===== src/rtl/fp_align_pipe.sv =====
// fp_align_pipe: two-stage pipelined operand aligner for the FP adder.
//   Stage 1 classifies both operands, orders them by magnitude and computes the exponent difference.
//   Stage 2 right-shifts the smaller significand to the larger exponent and folds lost bits into sticky.
// Ports:
//   clk, reset_n                  clock, asynchronous active-low reset
//   in_valid/in_ready, op_a/op_b  upstream handshake and packed {sign, exponent, fraction} operands
//   out_valid/out_ready           downstream handshake
//   sign_big/sign_small/swapped   ordering result (swapped=1 when op_b is larger)
//   exp_out, man_big, man_small   larger effective exponent and aligned significands (man_small LSB is sticky)
//   bypass, a/b_nan/inf/zero      special-operand class flags
module fp_align_pipe #(
   parameter int EXP_W = 8,
   parameter int MAN_W = 23,
   parameter int EXT_W = 3,
   localparam int SIG_W = 1 + MAN_W + EXT_W,
   localparam int OP_W = 1 + EXP_W + MAN_W
) (
   input  logic             clk,
   input  logic             reset_n,
   input  logic             in_valid,
   output logic             in_ready,
   input  logic [OP_W-1:0]  op_a,
   input  logic [OP_W-1:0]  op_b,
   output logic             out_valid,
   input  logic             out_ready,
   output logic             sign_big,
   output logic             sign_small,
   output logic             swapped,
   output logic [EXP_W-1:0] exp_out,
   output logic [SIG_W-1:0] man_big,
   output logic [SIG_W-1:0] man_small,
   output logic             bypass,
   output logic             a_nan,
   output logic             b_nan,
   output logic             a_inf,
   output logic             b_inf,
   output logic             a_zero,
   output logic             b_zero
);
   logic             v1_q, v2_q, adv1, adv2;
   logic             a_s, b_s, a_h, b_h, swap_d;
   logic [EXP_W-1:0] a_e, b_e, a_eff, b_eff;
   logic [MAN_W-1:0] a_f, b_f;
   logic [5:0]       flags_d, flags1_q, flags2_q;
   logic             byp1_q, sb1_q, ss1_q, sw1_q;
   logic [EXP_W-1:0] e1_q, diff_d, diff1_q;
   logic [MAN_W:0]   big1_q, small1_q;
   logic             byp2_q, sb2_q, ss2_q, sw2_q;
   logic [EXP_W-1:0] e2_q;
   logic [SIG_W-1:0] big2_q, small2_q;
   logic [SIG_W-1:0] ext, shifted, man_small_d;
   logic [2*SIG_W-1:0] wide;
   logic             far, sticky;

   assign adv2     = !v2_q || out_ready;
   assign adv1     = !v1_q || adv2;
   assign in_ready = adv1;

   assign a_s = op_a[OP_W-1];
   assign b_s = op_b[OP_W-1];
   assign a_e = op_a[MAN_W +: EXP_W];
   assign b_e = op_b[MAN_W +: EXP_W];
   assign a_f = op_a[MAN_W-1:0];
   assign b_f = op_b[MAN_W-1:0];
   // A zero exponent field (zero or subnormal) behaves as exponent 1 with no hidden bit.
   assign a_h   = |a_e;
   assign b_h   = |b_e;
   assign a_eff = a_h ? a_e : EXP_W'(1);
   assign b_eff = b_h ? b_e : EXP_W'(1);
   // Comparing hidden bits with the fraction keeps a subnormal below a normal sharing exponent 1.
   assign swap_d  = {b_eff, b_h, b_f} > {a_eff, a_h, a_f};
   assign diff_d  = swap_d ? b_eff - a_eff : a_eff - b_eff;
   assign flags_d = {&a_e & |a_f, &b_e & |b_f, &a_e & ~|a_f, &b_e & ~|b_f, ~|a_e & ~|a_f, ~|b_e & ~|b_f};

   always_ff @(posedge clk or negedge reset_n) begin
      if (!reset_n) begin
         v1_q     <= 1'b0;
         flags1_q <= '0;
         byp1_q   <= 1'b0;
         sb1_q    <= 1'b0;
         ss1_q    <= 1'b0;
         sw1_q    <= 1'b0;
         e1_q     <= '0;
         diff1_q  <= '0;
         big1_q   <= '0;
         small1_q <= '0;
      end else if (adv1) begin
         v1_q <= in_valid;
         if (in_valid) begin
            flags1_q <= flags_d;
            byp1_q   <= |flags_d;
            sb1_q    <= swap_d ? b_s : a_s;
            ss1_q    <= swap_d ? a_s : b_s;
            sw1_q    <= swap_d;
            e1_q     <= swap_d ? b_eff : a_eff;
            diff1_q  <= diff_d;
            big1_q   <= swap_d ? {b_h, b_f} : {a_h, a_f};
            small1_q <= swap_d ? {a_h, a_f} : {b_h, b_f};
         end
      end
   end

   // The low half of the double-width shift collects exactly the bits shifted out.
   assign ext         = {small1_q, EXT_W'(0)};
   assign wide        = {ext, SIG_W'(0)} >> diff1_q;
   assign far         = int'(diff1_q) >= SIG_W;
   assign shifted     = far ? '0 : wide[2*SIG_W-1:SIG_W];
   assign sticky      = far ? |ext : (|wide[SIG_W-1:0]) | shifted[0];
   assign man_small_d = {shifted[SIG_W-1:1], sticky};

   always_ff @(posedge clk or negedge reset_n) begin
      if (!reset_n) begin
         v2_q     <= 1'b0;
         flags2_q <= '0;
         byp2_q   <= 1'b0;
         sb2_q    <= 1'b0;
         ss2_q    <= 1'b0;
         sw2_q    <= 1'b0;
         e2_q     <= '0;
         big2_q   <= '0;
         small2_q <= '0;
      end else if (adv2) begin
         v2_q <= v1_q;
         if (v1_q) begin
            flags2_q <= flags1_q;
            byp2_q   <= byp1_q;
            sb2_q    <= sb1_q;
            ss2_q    <= ss1_q;
            sw2_q    <= sw1_q;
            e2_q     <= e1_q;
            big2_q   <= {big1_q, EXT_W'(0)};
            small2_q <= man_small_d;
         end
      end
   end

   assign out_valid  = v2_q;
   assign sign_big   = sb2_q;
   assign sign_small = ss2_q;
   assign swapped    = sw2_q;
   assign exp_out    = e2_q;
   assign man_big    = big2_q;
   assign man_small  = small2_q;
   assign bypass     = byp2_q;
   assign {a_nan, b_nan, a_inf, b_inf, a_zero, b_zero} = flags2_q;
endmodule


===== config.mk =====
export PLATFORM = sky130hd
export DESIGN_NAME = fp_align_pipe
export DESIGN_NICKNAME = d
export VERILOG_FILES = /design/src/rtl/fp_align_pipe.sv
export SDC_FILE = /design/constraint.sdc
export NUM_CORES = 1
export LEC_CHECK = 0
export ABC_AREA = 1
export CAP_MARGIN = 10
export CORE_ASPECT_RATIO = 1.75
export CORE_MARGIN = 2
export CORE_UTILIZATION = 38
export DETAILED_ROUTE_END_ITERATION = 8
export GPL_TIMING_DRIVEN = 1
export REMOVE_ABC_BUFFERS = 1
export SLEW_MARGIN = 20
export SYNTH_ARGS = -nofsm -noshare
export SYNTH_HDL_FRONTEND = slang
export SYNTH_SLANG_ARGS = --single-unit

===== constraint.sdc =====
create_clock -name clk -period 2.1 [get_ports clk]
set_input_delay 0.525 -clock clk [delete_from_list [all_inputs] [get_ports clk]]
set_output_delay 0.525 -clock clk [all_outputs]
set_load 0.1 [all_outputs]

==> impl_metrics.py <==
metrics = {
    "status": {
        "status": "finished with violations",
        "failed_checks": "setup timing",
    },
    "clock_network": {
        "cts.reportedPaths.clkPinSlew_ps": 60,
        "clk_root_buffer_cell": "sky130_fd_sc_hd__clkbuf_16",
        "clkSinkCount": 145,
        "cts_made_buffers": 17,
        "cts.htree.levels": 4,
        "clk-insertion-delay-late_ps": 450,
        "cts_tree": "built",
        "deepest_clock_path_buffer_count": 2,
    },
    "sta": {
        "fin_crit_ps": 2770,
        "max_clock_freq_mhz": 361,
        "report.final.hold_viol_count": 0,
        "postLayoutSetupSlackWorst_ps": -670,
        "post-route-period-util": 1.32,
        "rsz0062_at_grt": "true",
        "timing.final.setup_violations": 67,
        "post_route_skew_ps": 5.82,
        "tightestPinTransition_ps": 498,
        "totalNegativeSetupSlack_ps": -39700,
        "slew-limit-headroom": 0.665,
        "timing.final.max_slew_violations": 0,
    },
    "worst_setup_path": {
        "crit-reg2reg-launch": "diff1_q[7]",
        "worstPathArrival_ps": 3070,
        "worst_setup_path_startpoint": "op_a[27]",
        "cp-start-kind": "input pin",
        "critPathCaptureType": "register",
        "regToRegEndpoint": "man_small[0]",
        "critPathRequiredTime_ps": 2400,
        "regToRegSetupSlack_ps": -90,
        "timing_worst_setup_path_type": "in2reg",
        "critPathMaxFanout": 7,
        "r2r_worst_path_depth": 18,
        "crit_end": "small1_q[20]",
    },
    "global_route": {
        "initial_antenna_violation_count": 0,
        "globalRouteOverflowTotal": 0,
        "largest_net_degree_at_the_start_of_global_routing": 51,
        "total_routing_usage_gr": 0.263,
        "grt_first_pass_wirelength_um": 52900,
        "grt_pass1_vias": 10200,
    },
    "yosys": {
        "synthDistinctLibCells": 46,
        "synth_async_sr_flop_share": 1.00,
        "synth.yosys.seq_area_share": 0.383,
        "synth_area_um2": 9480,
        "synth-main-ff-cell": "sky130_fd_sc_hd__dfrtp_1",
        "ys_warn_count": 0,
        "ys_top_cells_by_area": "sky130_fd_sc_hd__dfrtp_1 (38%), sky130_fd_sc_hd__nand2_1 (9.7%), sky130_fd_sc_hd__o21ai_0 (8.4%)",
        "synth.most_common_cell": "sky130_fd_sc_hd__nand2_1",
        "synth-seq-cells": 145,
        "number_of_enable_type_register_cells_in_the_synthesized_netlist": 0,
        "synth_common_cells": "sky130_fd_sc_hd__nand2_1 (245), sky130_fd_sc_hd__o21ai_0 (159), sky130_fd_sc_hd__dfrtp_1 (145), sky130_fd_sc_hd__nand3_1 (145), sky130_fd_sc_hd__inv_1 (120)",
        "syn_inst": 1256,
        "synth_top_area_share": 0.383,
        "post_synth.cell_area_avg_um2": 7.55,
        "synth_largest_area_cell": "sky130_fd_sc_hd__dfrtp_1",
    },
    "final_layout": {
        "final_layout_size_suffix_gt1_frac": 0.362,
        "area.growth.synth_to_final_pct": 55.8,
        "filler_cell_count": 2176,
        "finalInstanceArea_um2": 14800,
        "nets": 1685,
        "antennaDiodeCount": 0,
        "register_area_um2": 3630,
        "multiInputGateArea_um2": 5640,
    },
    "drt": {
        "top_signal_layer_used": "met4",
        "finalWirelength_um": 34200,
        "viasPerCell": 5.34,
        "drt_drc_violations_left": 0,
        "wirelength_met1_um": 13000,
        "firstDrtPassIters": 5,
        "drt_iter0_drc": 572,
        "vias": 10100,
        "amount_of_wire_on_met3_after_detailed_routing_um": 1090,
        "antenna_violating_nets_post_route": 0,
        "wire_per_inst_um": 18.0,
        "dr_wl_met2_um": 18100,
    },
    "floorplan": {
        "coreArea_um2": 24500,
        "dieArea_um2": 26300,
        "std_cell_rows": 76,
        "die_w_um": 123,
        "top_level_ports": 142,
        "fp.dieH_um": 213,
        "initial_core_util": 0.386,
    },
    "run": {
        "cap_viol_max_count": 0,
    },
    "placed_design": {
        "dp_hpwl_um": 24300,
        "place_area_um2": 12600,
        "placement.io_buffers": 138,
        "finalWeightedCongestion": 0.917,
    },
    "pwr": {
        "vdd.ir_drop.worst_uv": 836,
        "pd_cells_nw_per_um2": 1040,
        "power_leakage_nw": 7.02,
    },
    "hold_path": {
        "worstHoldPathType": "reg2reg",
    },
}
[flip-flops by register name, summed over array words and instances (netlist names), 6 cells and up]
| name | flops |
|---|---|
| diff1_q | 8 |
| exp_out | 8 |
| flags2_q | 6 |
| e1_q | 8 |
| man_small | 27 |
| big1_q | 24 |
| man_big | 24 |
| flags1_q | 6 |
| small1_q | 24 |
[what timing repair did]
item | in CTS | in global routing
hold endpoints to repair | 17 | 0
hold buffers | 1 | 0
buffers inserted | 29 | 4
resized for setup | 258 | 79
setup endpoints to repair | 69 | 77
pin swaps | 21 | 26
cloned | 13 | 4
[cells in the final DEF (no fill, tap or decap), drive strengths merged, types with 3 or more instances in the layout]
| cell type | n |
|---|---|
| buf | 321 |
| clkinv | 4 |
| a21oi | 69 |
| dlygate4sd2 | 14 |
| clkdlybuf4s15 | 3 |
| and2 | 3 |
| bufinv | 6 |
| nor4 | 13 |
| xor2 | 9 |
| inv | 128 |
| nand3 | 185 |
| o22ai | 5 |
| clkdlybuf4s50 | 45 |
| clkbuf | 24 |
| ha | 40 |
| nor3 | 5 |
| o221ai | 6 |
| nand2 | 249 |
| nor2 | 60 |
| nand4 | 21 |
| xnor2 | 3 |
| o21ai | 202 |
| dfrtp | 145 |
| conb | 3 |
| a31oi | 6 |
[cell families after synthesis]
| logic type | Yosys count | synth area share |
|---|---|---|
| XOR/XNOR | 12 | 0.0111 |
| AND/OR/NAND/NOR | 538 | 0.275 |
| AO/OA/AOI/OAI | 297 | 0.169 |
| adder cells (fa/ha/maj) | 42 | 0.0570 |
| flip-flops | 145 | 0.383 |
| other | 1 | 0.000396 |
| buffers and inverters | 221 | 0.105 |
[through the flow]
stage / power (mW) / util / cells / hold slack (ps) / setup WS [ps]
after floorplan: 8.22 / - / 1166 / 229 / -2980
after global placement: 11.0 / 0.514 / 1828 / 379 / -1210
after detailed placement: 11.1 / 0.514 / 1828 / 382 / -1280
after CTS: 15.2 / 0.587 / 1897 / 481 / -498
after global routing: 16.2 / 0.602 / 1899 / 503 / -735
final: 15.4 / 0.602 / 1899 / 481 / -670
[cell type report]
class / count / area share
Clock inverter: 11 / 0.0142
Tap cell: 312 / 0.0264
Timing Repair Buffer: 389 / 0.266
Clock buffer: 20 / 0.0303
Sequential cell: 145 / 0.246
Inverter: 129 / 0.0345
Multi-Input combinational cell: 893 / 0.382
[layer usage]
layer  global-route usage  up-vias
met5                    0        -
met4                0.167        0
met3               0.0315      110
met2                0.468      325
met1                0.290     4844
li1                     -     4867
[worst min path at each step]
stage / from / endpoint / depth (start not counted)
3_3_place_gp: reset_n / out_valid / 1
5_1_grt: man_small[26] / man_small[26] / 2
4_1_cts: reset_n / man_big[17] / 2
6_report: man_small[13] / man_small[13] / 2
2_1_floorplan: reset_n / big1_q[0] / 0
3_5_place_dp: reset_n / out_valid / 1
[worst max-delay path, cell delays in order]
cell and delay [ps]:
sky130_fd_sc_hd__buf_6 100, sky130_fd_sc_hd__nor4_4 260, sky130_fd_sc_hd__buf_4 160, sky130_fd_sc_hd__nand4_1 150, sky130_fd_sc_hd__inv_2 150, sky130_fd_sc_hd__nor2_4 50
sky130_fd_sc_hd__ha_4 270, sky130_fd_sc_hd__nand4_4 90, sky130_fd_sc_hd__nor4b_4 360, sky130_fd_sc_hd__nand4_2 180, sky130_fd_sc_hd__nand2_4 150, sky130_fd_sc_hd__buf_12 170
sky130_fd_sc_hd__buf_12 130, sky130_fd_sc_hd__a21oi_1 70, sky130_fd_sc_hd__o21ai_0 110, sky130_fd_sc_hd__o21ai_0 130
[report_power, final]
part / total [mW] / internal, mW / switching (mW)
Combinational: 8.18 / 2.86 / 5.33
Clock: 3.46 / 2.24 / 1.22
Sequential: 3.76 / 3.33 / 0.422
Total: 15.4 / 8.43 / 6.97
(Power assumes the default switching activity.)
